===== src/rtl/carry_select_subtractor8_pipe.sv =====
// Two-stage pipelined 8-bit carry-select subtractor with valid/ready on both sides.
// Stage 1 resolves the low nibble and both speculative high nibbles; stage 2 selects.
module carry_select_subtractor8_pipe (
  input  logic       clk,
  input  logic       rst,
  input  logic       in_valid,
  output logic       in_ready,
  input  logic [7:0] a,
  input  logic [7:0] b,
  input  logic       bin,
  output logic       out_valid,
  input  logic       out_ready,
  output logic [7:0] diff,
  output logic       bout
);

  // Returns {borrow, difference} of x - y - bi; bit 4 is set exactly when the result is negative.
  function automatic logic [4:0] nib_sub(input logic [3:0] x, input logic [3:0] y,
                                         input logic bi);
    logic [4:0] t;
    t = {1'b0, x} - {1'b0, y} - {4'b0000, bi};
    return t;
  endfunction

  logic [3:0] lo_p1, hi0_p1, hi1_p1;
  logic       blo_p1, b0_p1, b1_p1;
  logic       vld_p1;
  logic       s2_ready, acc, adv;
  logic [4:0] lo_n, hi0_n, hi1_n;

  assign lo_n  = nib_sub(a[3:0], b[3:0], bin);
  assign hi0_n = nib_sub(a[7:4], b[7:4], 1'b0);
  assign hi1_n = nib_sub(a[7:4], b[7:4], 1'b1);

  assign s2_ready = !out_valid || out_ready;
  assign in_ready = !vld_p1 || s2_ready;
  assign acc      = in_valid && in_ready;
  assign adv      = vld_p1 && s2_ready;

  always_ff @(posedge clk) begin
    if (rst) begin
      vld_p1    <= 1'b0;
      out_valid <= 1'b0;
    end else begin
      if (acc)      vld_p1 <= 1'b1;
      else if (adv) vld_p1 <= 1'b0;
      if (adv)            out_valid <= 1'b1;
      else if (out_ready) out_valid <= 1'b0;
    end
  end

  // p0 -> p1: low nibble plus both speculative high nibbles
  always_ff @(posedge clk) begin
    if (rst) begin
      lo_p1  <= 4'h0;
      blo_p1 <= 1'b0;
      hi0_p1 <= 4'h0;
      b0_p1  <= 1'b0;
      hi1_p1 <= 4'h0;
      b1_p1  <= 1'b0;
    end else if (acc) begin
      lo_p1  <= lo_n[3:0];
      blo_p1 <= lo_n[4];
      hi0_p1 <= hi0_n[3:0];
      b0_p1  <= hi0_n[4];
      hi1_p1 <= hi1_n[3:0];
      b1_p1  <= hi1_n[4];
    end
  end

  // p1 -> p2: resolved low-nibble borrow picks the high nibble
  always_ff @(posedge clk) begin
    if (rst) begin
      diff <= 8'h00;
      bout <= 1'b0;
    end else if (adv) begin
      diff <= {blo_p1 ? hi1_p1 : hi0_p1, lo_p1};
      bout <= blo_p1 ? b1_p1 : b0_p1;
    end
  end

endmodule


===== config.mk =====
export PLATFORM = sky130hd
export DESIGN_NAME = carry_select_subtractor8_pipe
export DESIGN_NICKNAME = d
export VERILOG_FILES = /design/src/rtl/carry_select_subtractor8_pipe.sv
export SDC_FILE = /design/constraint.sdc
export NUM_CORES = 1
export LEC_CHECK = 0
export ABC_AREA = 0
export CORE_ASPECT_RATIO = 1.75
export CORE_UTILIZATION = 42
export DETAILED_ROUTE_END_ITERATION = 8
export PLACE_DENSITY = 0.69
export SLEW_MARGIN = 20
export SYNTH_ARGS = -nofsm -noshare
export SYNTH_HDL_FRONTEND = slang
export SYNTH_SLANG_ARGS = --single-unit

===== constraint.sdc =====
create_clock -name clk -period 7.5 [get_ports clk]
set_input_delay 1.5 -clock clk [delete_from_list [all_inputs] [get_ports clk]]
set_output_delay 1.5 -clock clk [all_outputs]
set_load 0.01 [all_outputs]

# Word-level counts from Yosys, hierarchy flattened
# Index checks and enable logic that the tools add are counted.
[totals]
regBits = 26
in_bits = 21
out_inout_bits = 11
[op_classes]
addsub = 4
n_reduce_logical = 8
muxes = 6
[ops]
columns = ["op", "count"]
rows = [
  ["subtractor 4 x 4 -> 5 bit", 2],
  ["two-way mux 1 bit", 5],
  ["subtractor 5 x 1 -> 5 bit", 1],
  ["subtractor 5 x 1 -> 5 bit, second input constant", 1],
  ["two-way mux 4 bit", 1],
  ["nonzero test 2 bit", 2],
  ["logical AND 1 bit", 2],
  ["logical NOT 1 bit", 2],
  ["logical OR 1 bit", 2],
]

# Logic depth before layout (Yosys ltp)
# Gate-level depths: netlist (run 1).
[logic_depth]
word_depth = 5
ltp_mapped = 10
ltp_nobuf = 10

# Least setup slack after synthesis (run 1)
# No wires, ideal clock.
[synth_timing]
path_kind = "input to register"
from = "input a[4]"
to = "register b1_p1"
arrival_time_ns = 3.457
n_path_buf = 0
setup_slack_ns = 3.948
setup_ns = 0.095
cell_stages = 10
path_cell_list = "inv_1 ha_1 inv_1 fa_1 inv_1 ha_1 nand2b_1 or4b_4 a2111o_1 o311ai_1"
[synth_between]
elab_chain_cells = 2
[synth_lines]
columns = ["element", "line_no", "text"]
rows = [
  ["from (decl)", "8", "input logic [7:0] a,"],
  ["subtractor 4 x 4 -> 5 bit", "n/a", ""],
  ["named net hi0_n[1]", "29", "logic [4:0] lo_n, hi0_n, hi1_n;"],
  ["subtractor 5 x 1 -> 5 bit", "21", "t = {1'b0, x} - {1'b0, y} - {4'b0000, bi};"],
  ["to (signal assigned)", "67", "b1_p1 <= hi1_n[4];"],
  ["to (decl)", "26", "logic blo_p1, b0_p1, b1_p1;"],
]
# The timed path passes the listed nets, and every way through them passes these cells.
# A chain may end at the register's enable or synchronous reset.

# Final worst setup path (run 1)
[layout_timing]
from = "input out_ready"
to = "output in_ready"
[layout_between]
elab_chain_cells = 2
[layout_lines]
columns = ["element", "line_no", "text"]
rows = [
  ["from (decl)", "12", "input logic out_ready,"],
  ["logical OR 1 bit", "35", "assign s2_ready = !out_valid || out_ready;"],
  ["logical OR 1 bit", "36", "assign in_ready = !vld_p1 || s2_ready;"],
  ["to (decl)", "7", "output logic in_ready,"],
]
# No other way between the ends.

==> results of run 1 <==
[power by group through the flow]
stage	clock network, uW	registers (uW)	logic [uW]
final	87.5	156	79.8
after global routing	96.2	158	90.1
after CTS	89.9	156	80.8
after detailed placement	0	160	80.4
after global placement	0	159	78.1
after floorplan	0	158	54.6
[worst max path at each step]
stage	start	endpoint	slack, ps	cells past startpoint
final	out_ready	in_ready	3350	3
after global routing	out_ready	in_ready	3290	3
after CTS	out_ready	in_ready	3340	3
after detailed placement	a[4]	b1_p1	3330	11
after global placement	out_ready	in_ready	3350	3
after floorplan	a[4]	b1_p1	3950	10
[cells in the final DEF, fill, tap and decap left out, drive strengths merged, types with 2 or more instances in the layout]
cell	count
inv	17
a211oi	10
o21ai	3
nand3	2
clkdlybuf4s50	31
mux2i	9
nand2	15
and2	2
nand2b	5
fa	3
xnor2	4
a21o	2
a21oi	12
nand3b	2
clkbuf	4
ha	11
nor2	16
dfxtp	26
[cell families (layout without fill, tap and decap cells)]
| group | count (synthesis) | in the layout | synth area share |
|---|---|---|---|
| compound gates | 32 | 32 | 0.148 |
| xor+xnor | 5 | 5 | 0.0458 |
| fa+ha+maj | 14 | 14 | 0.139 |
| buf+inv | 25 | 52 | 0.0731 |
| flops | 26 | 26 | 0.366 |
| mux | 9 | 9 | 0.0634 |
| simple gates | 46 | 46 | 0.165 |
[stage by stage]
stage                     worst slack, ps  cell area, um2
final                                3350            1800
after global routing                 3290            1800
after CTS                            3340            1800
after detailed placement             3330            1750
after global placement               3350            1750
after floorplan                      3950            1420
[layout make-up]
type / count / area, um2 / share of cell area
inverter: 17 / 63.8 / 0.0354
clock buffer: 4 / 55.1 / 0.0306
multi-input combinational: 106 / 797 / 0.443
timing repair buffer: 31 / 310 / 0.172
sequential: 26 / 520 / 0.289
tap: 43 / 53.8 / 0.0299
[worst max-delay path, delay by kind of cell]
kind / cells / cell delay [ps]
buffers and inverters: 2 / 1010
and+or+nand+nor: 1 / 150
[flip-flops by register name, indices dropped and copies added, names as in the netlist]
register / count
hi1_p1: 4
hi0_p1: 4
vld_p1: 1
lo_p1: 4
blo_p1: 1
b0_p1: 1
out_valid: 1
diff: 8
b1_p1: 1
bout: 1
[layer usage]
layer,up-vias,global-route usage
met1,517,0.159
met4,0,0.0706
met5,-,0
met3,4,0.0205
li1,586,-
met2,26,0.307
==> reports/metrics.yaml, run 1 <==
initial_core_util: 0.448
fmaxAchievable_ghz: 0.241
synth_edf_count: 0
cell_internal_pwr_uw: 240
hold_violations: 0
synth.yosys.seq_area_share: 0.366
cts_max_level: 1
met1_length_um: 1020
syn_avg_cell_area_um2: 9.05
cpMostUsedCell: "clkdlybuf4s50_1"
drt_pass1_iterations: 4
antenna_found_initial: 0
fp.dieH_um: 79.0
period_needed_ps: 4150
fin_nets: 220
slowest_delay_ps: 550
critical_path_required_ps: 6000
ctsHoldBuffers: 0
syn_to_final_growth_pct: 26.7
clock_path_buffers: 2
final_util: 0.567
maxCapViolCount: 0
place_inst: 223
crit_path_end_kind: "output pin"
gp_congestion: 0.730
first_iter_violations: 7
reg2reg_to: "diff[2]"
status: "finished, final reports clean"
rrSetupSlack_ps: 6140
critical_path.cell_chain: "clkdlybuf4s50_1 -> nand3b_2 -> clkdlybuf4s50_1"
route.detailed.drc: 0
grtUsageTotal: 0.161
grt_pass1_wl_um: 4460
async_flop_share: 0
hold_depth: 2
layoutNonFillerInstCount: 227
grt_max_degree: 29
cts_resized: 0
setup_violations: 0
core_area_um2: 3180
setup_tns_ps: 0
syn_area_um2: 1420
ctsRootBufferMaster: "clkbuf_8"
crit_type: "in -> out"
yosysMostFrequentCell: "dfxtp_1"
ys_types: 34
synth_fp_nets: 192
slowest_stage: "clkdlybuf4s50_1"
fin_hold_ws_ps: 460
hpwl_um: 2000
power_switching_uw: 83.8
ys_ff_latch: 26
wl_met3_um: 70
wl_per_cell_um: 10.9
die-area_um2: 3630
hp-start: "lo_p1[3]"
vias: 1133
peakVddDrop_uv: 85.7
std_cell_rows: 27
vias_per_cell: 4.99
startpoint_type: "input port"
total_power_uw: 324
grt_pass1_vias: 1139
yosysTopAreaCellShare: 0.366
pwr-share-clk: 0.271
ios: 32
nFillCells: 325
fin_skew_ps: 1.88
die_w_um: 46.0
synth_commonest_cells: "26 x dfxtp_1, 17 x inv_1, 16 x nor2_1"
ys_warn_count: 0
cts_inserted_buffers: 3
numPortBuffers: 31
drive_above_1_share: 0.0598
synth_top_flop_cell: "dfxtp_1"
path_clk_slew_ps: 80
cp_max_fo: 4
power_leakage_uw: 0.000754
post-route-period-util: 0.554
worst_pin_slew_ps: 972
maxSlewHeadroom: 0.350
grt_remaining_overflow: 0
highest_layer: "met4"
r2r-start: "out_valid"
cts_setup_buffers: 0
netlist_instances: 157
rsz0062_at_grt: "no"
arrival_ps: 2650
dr_wl_met2_um: 1350
hold_class: "reg -> reg"
report.final.slew_viol_count: 0
power_frac_seq: 0.483
p_sw_frac: 0.259
p_per_area_nw_per_um2: 180
cts_tree: "yes"
cts_sinks: 26
synthTopCellsByArea: "dfxtp_1 37%, ha_1 9.7%, mux2i_1 6.3%"
reg2regPathDepth: 4
ant_nets: 0
clk_latency_ps: 260
routed_wl_um: 2480
diodes: 0
hold-path-endpoint: "lo_p1[3]"
pwr-share-comb: 0.247
yosys.area.top_type: "dfxtp_1"
Power figures use the tool's default switching activity.
==> run 2, diff against run 1 <==
Settings changed: PLACE_DENSITY 0.69 to 0.71.
Clock period 7.5 ns to 3.7 ns, I/O delays scaled along.
==> reports/metrics.yaml, run 2 (synthesis gave the netlist of run 1 again) <==
peakVddDrop_uv: 183  # +110%
drt_pass1_iterations: 4  # unchanged
cts_setup_buffers: 0  # unchanged
startpoint_type: "input port"
ctsHoldBuffers: 0  # unchanged
grt_remaining_overflow: 0  # unchanged
numPortBuffers: 31  # unchanged
cts_inserted_buffers: 3  # unchanged
grtUsageTotal: 0.161  # about the same
cell_internal_pwr_uw: 486  # +100%
hp-start: "hi0_p1[1]"
path_delay_family: "adder cells"
layoutNonFillerInstCount: 228  # +0.44%
routed_wl_um: 2550  # +2.7%
first_iter_violations: 12  # +5
report.final.slew_viol_count: 0  # unchanged
std_cell_rows: 27  # unchanged
critical_path_required_ps: 3880  # -2120 ps
gp_congestion: 0.751  # +2.9%
setup_violations: 0  # unchanged
final_cell_mix: "31 x clkdlybuf4s50_1, 26 x dfxtp_1, 17 x inv_1"
largest_reg_flops: 8  # unchanged
ios: 32  # unchanged
cts_tree: "yes"
post-route-period-util: 0.836
largest-register: "diff"
wl_per_cell_um: 11.2  # +2.3%
maxSlewHeadroom: 0.637  # +0.286
vias: 1146  # +1.1%
critical_path.cell_chain: "clkdlybuf4s50_1 -> inv_1 -> ha_1 -> inv_1 -> fa_1 -> inv_1 -> ha_1 -> nand2b_1 -> or4b_4 -> a2111o_1 -> o311ai_1"
fin_skew_ps: 4.48  # +2.60 ps
ant_nets: 0  # unchanged
ctsRootBufferMaster: "clkbuf_8"
grt_pass1_wl_um: 4440  # -0.31%
die_w_um: 46.0  # unchanged
clk_latency_ps: 260  # about the same
syn_to_final_growth_pct: 27.2
p_per_area_nw_per_um2: 364  # +100%
clock_path_buffers: 2  # unchanged
hpwl_um: 2090  # +4.2%
status: "finished, final reports clean"
cts_sinks: 26  # unchanged
nFillCells: 318  # -2.2%
slowest_stage: "or4b_4"
period_needed_ps: 3090
fmaxAchievable_ghz: 0.323
place_inst: 224  # +0.45%
fin_hold_ws_ps: 458  # -1.31 ps
slowest_delay_ps: 490  # -60 ps
r2r-start: "out_valid"
maxCapViolCount: 0  # unchanged
fin_nets: 221  # +0.45%
crit_type: "in -> reg"
crit_path_end_kind: "flop"
pwr-share-comb: 0.249  # +0.002
arrival_ps: 3270  # +620 ps
p_sw_frac: 0.261  # +0.00155
cts_resized: 0  # unchanged
route.detailed.drc: 0  # unchanged
diodes: 0  # unchanged
initial_core_util: 0.448  # unchanged
core_area_um2: 3180  # unchanged
cpMostUsedCell: "inv_1"
power_frac_seq: 0.481  # -0.002
path_buf_inv: 4  # +2
cts_max_level: 1  # unchanged
hold_violations: 0  # unchanged
grt_max_degree: 29  # unchanged
path_clk_slew_ps: 80  # about the same
crit_start: "a[4]"
mostFrequentLayoutCell: "clkdlybuf4s50_1"
hold_class: "reg -> reg"
cp_max_fo: 3  # -1
drive_above_1_share: 0.0649  # +0.00508
setup_tns_ps: 0  # unchanged
pwr-share-clk: 0.270  # about the same
rsz0062_at_grt: "no"
grt_pass1_vias: 1109  # -2.6%
power_leakage_uw: 0.000759  # +0.64%
fp.dieH_um: 79.0  # unchanged
antenna_found_initial: 0  # unchanged
vias_per_cell: 5.03  # +0.70%
worst_pin_slew_ps: 545  # -426 ps
die-area_um2: 3630  # unchanged
power_switching_uw: 171  # +100%
[run 2: cell types whose count changed in the layout (fill, tap and decap cells not counted)]
cell / before / now
buf_4: 0 / 1
[run 2: layout make-up]
type                    instances  area [um2]  share of cell area
repair buffers                 32         318               0.176
flip-flops and latches         26         520               0.288
well taps                      43        53.8              0.0298
multi-input cells             106         797               0.441
clock buffers                   4        55.1              0.0304
inverters                      17        63.8              0.0353
[run 2: per-layer routing]
layer | GRT usage | up-vias | wire [um]
li1 | - | 585 | -
met1 | 0.161 | 533 | 984
met2 | 0.313 | 24 | 1480
met3 | 0.00682 | 4 | 49
met4 | 0.0735 | 0 | 38
met5 | 0 | - | 0
[run 2: worst paths after layout]
check / to / slack (ps) / cells after the start
min: hi0_p1[1] / 460 / 2
max reg2reg: diff[2] / 2380 / 4
max: b1_p1 / 610 / 11
min reg2reg: hi0_p1[1] / 460 / 2
[run 2: metrics by stage]
stage                     total power (uW)  setup slack, ps   util  area, um2
final                                  658              606  0.569       1810
after global routing                   696              479  0.569       1810
after CTS                              666              607  0.569       1810
after detailed placement               489              329  0.552       1750
after global placement                 481              410  0.552       1750
after floorplan                        432              908      -       1420
[run 2: power by group through the flow]
stage	logic (uW)	registers, uW	clock network, uW
finish	164	317	178
global route	185	319	192
CTS	166	317	183
detailed placement	166	323	0
global placement	159	322	0
floorplan	111	321	0
[run 2: worst register-to-register path, stage by stage (launching register included)]
cell and delay [ps]:
dfxtp_1 340, nand2b_1 90, and2_1 480, mux2i_1 250, nor2_1 60
==> run 3, diff against run 2 <==
Clock period 3.7 ns to 2.69 ns, I/O delays scaled along.
==> reports/metrics.yaml, run 3 (synthesis gave the netlist of run 1 again) <==
peakVddDrop_uv: 290  # +58%
syn_to_final_growth_pct: 37.0
clock_path_buffers: 2  # unchanged
mostFrequentLayoutCell: "clkdlybuf4s50_1"
hpwl_um: 2180  # +4.6%
fp.dieH_um: 79.0  # unchanged
status: "finished, final reports clean"
core_area_um2: 3180  # unchanged
hold_class: "reg -> reg"
wl_per_cell_um: 11.6  # +3.5%
largest_reg_flops: 8  # unchanged
gp_congestion: 0.777  # +3.5%
ant_nets: 0  # unchanged
report.final.slew_viol_count: 0  # unchanged
largest-register: "diff"
grt_max_degree: 21  # -28%
nFillCells: 295  # -7.2%
crit_path_end_kind: "flop"
setup_violations: 0  # unchanged
regArea_um2: 520  # unchanged
cts_max_level: 1  # unchanged
grt_pass1_wl_um: 4840  # +8.8%
ctsRootBufferMaster: "clkbuf_8"
power_leakage_uw: 0.000849  # +12%
fin_hold_ws_ps: 459  # +0.915 ps
fin_nets: 234  # +5.9%
die-area_um2: 3630  # unchanged
worst_pin_slew_ps: 544  # -1.47 ps
drt_pass1_iterations: 3  # -1
ios: 32  # unchanged
total_power_uw: 1020  # +55%
hold_violations: 0  # unchanged
maxCapViolCount: 0  # unchanged
multi_input_area_um2: 820  # +2.8%
post-route-period-util: 0.972
startpoint_type: "input port"
route.detailed.drc: 0  # unchanged
routed_wl_um: 2790  # +9.4%
diodes: 0  # unchanged
cts_sinks: 26  # unchanged
final_cell_mix: "27 x clkdlybuf4s50_1, 26 x dfxtp_1, 16 x nor2_1"
std_cell_rows: 27  # unchanged
grtUsageTotal: 0.178  # +0.0167
first_iter_violations: 5  # -7
grt_remaining_overflow: 0  # unchanged
vias_per_cell: 4.89  # -2.7%
numPortBuffers: 31  # unchanged
die_w_um: 46.0  # unchanged
vias: 1179  # +2.9%
fmaxAchievable_ghz: 0.382
fin_skew_ps: 4.68  # +0.199 ps
maxSlewHeadroom: 0.638  # +0.000979
drive_above_1_share: 0.167  # +0.102
path_clk_slew_ps: 80  # about the same
antenna_found_initial: 0  # unchanged
cp_max_fo: 2  # -1
p_per_area_nw_per_um2: 525  # +44%
cts_inserted_buffers: 3  # unchanged
ctsHoldBuffers: 0  # unchanged
rrSetupSlack_ps: 1320  # -1060 ps
grt_pass1_vias: 1210  # +9.1%
rsz0062_at_grt: "no"
period_needed_ps: 2620
critical_path_required_ps: 2870  # -1010 ps
initial_core_util: 0.448  # unchanged
clk_latency_ps: 270  # about the same
cts_tree: "yes"
crit_type: "in -> reg"
arrival_ps: 2790  # -480 ps
-- run 3: cell count changes in the layout (fill, tap and decap cells not counted), moves of 2 or more --
cell,change
inv_1,-3
dlymetal6s2s_1,+2
dlygate4sd2_1,+2
buf_4,+13
clkdlybuf4s50_1,-4
ha_1,-2
ha_2,+2
inv_2,+3
-- run 3: path summary, 6_finish.rpt --
path                                 from         to  cells past startpoint
worst max register to register     vld_p1      b1_p1                      4
worst min-delay path            hi1_p1[2]  hi1_p1[2]                      2
worst min register to register  hi1_p1[2]  hi1_p1[2]                      2
worst max-delay path                 a[4]      b1_p1                     11
-- run 3: power breakdown --
part | switching, uW | leakage (uW) | internal (uW) | total [uW]
Combinational | 118 | 0.000599 | 152 | 270
Sequential | 18.8 | 0.000214 | 416 | 435
Clock | 118 | 0.0000357 | 199 | 317
-- run 3: layout make-up --
cell class,count,area share
Timing Repair Buffer,45,0.215
Clock inverter,1,0.0154
Sequential cell,26,0.267
Tap cell,43,0.0276
Clock buffer,3,0.0212
Inverter,17,0.0328
Multi-Input combinational cell,106,0.421
-- run 3: worst max-delay path: stages --
cell           delay [ps]
dlygate4sd2_1         220
inv_1                  50
ha_2                  170
inv_2                  40
fa_1                  470
inv_2                  80
ha_2                  160
nand2b_1               60
or4b_4                490
a2111o_1              440
o311ai_2               70
-- run 3: through the flow --
stage	std cells	utilization	area (um2)	setup TNS, ps	setup WS [ps]
2_1_floorplan	157	-	1420	0	99.9
3_3_place_gp	231	0.569	1810	-354	-354
3_5_place_dp	231	0.569	1810	-428	-428
4_1_cts	242	0.610	1940	0	44.8
5_1_grt	241	0.613	1950	0	10.3
6_report	241	0.613	1950	0	74.8
-- run 3: timing repair --
item | CTS | global route
pin swaps | 6 | 5
endpoints found under the hold margin | 0 | 0
gates resized for setup | 6 | 6
setup endpoints to repair | 1 | 2
setup buffers | 7 | 0
-- run 3: layer usage --
metal / vias up / global-route usage / share of wire
met5: - / 0 / 0
met4: 0 / 0.106 / 0.029
met3: 9 / 0.0182 / 0.020
met2: 27 / 0.327 / 0.56
met1: 529 / 0.177 / 0.39
li1: 614 / - / -
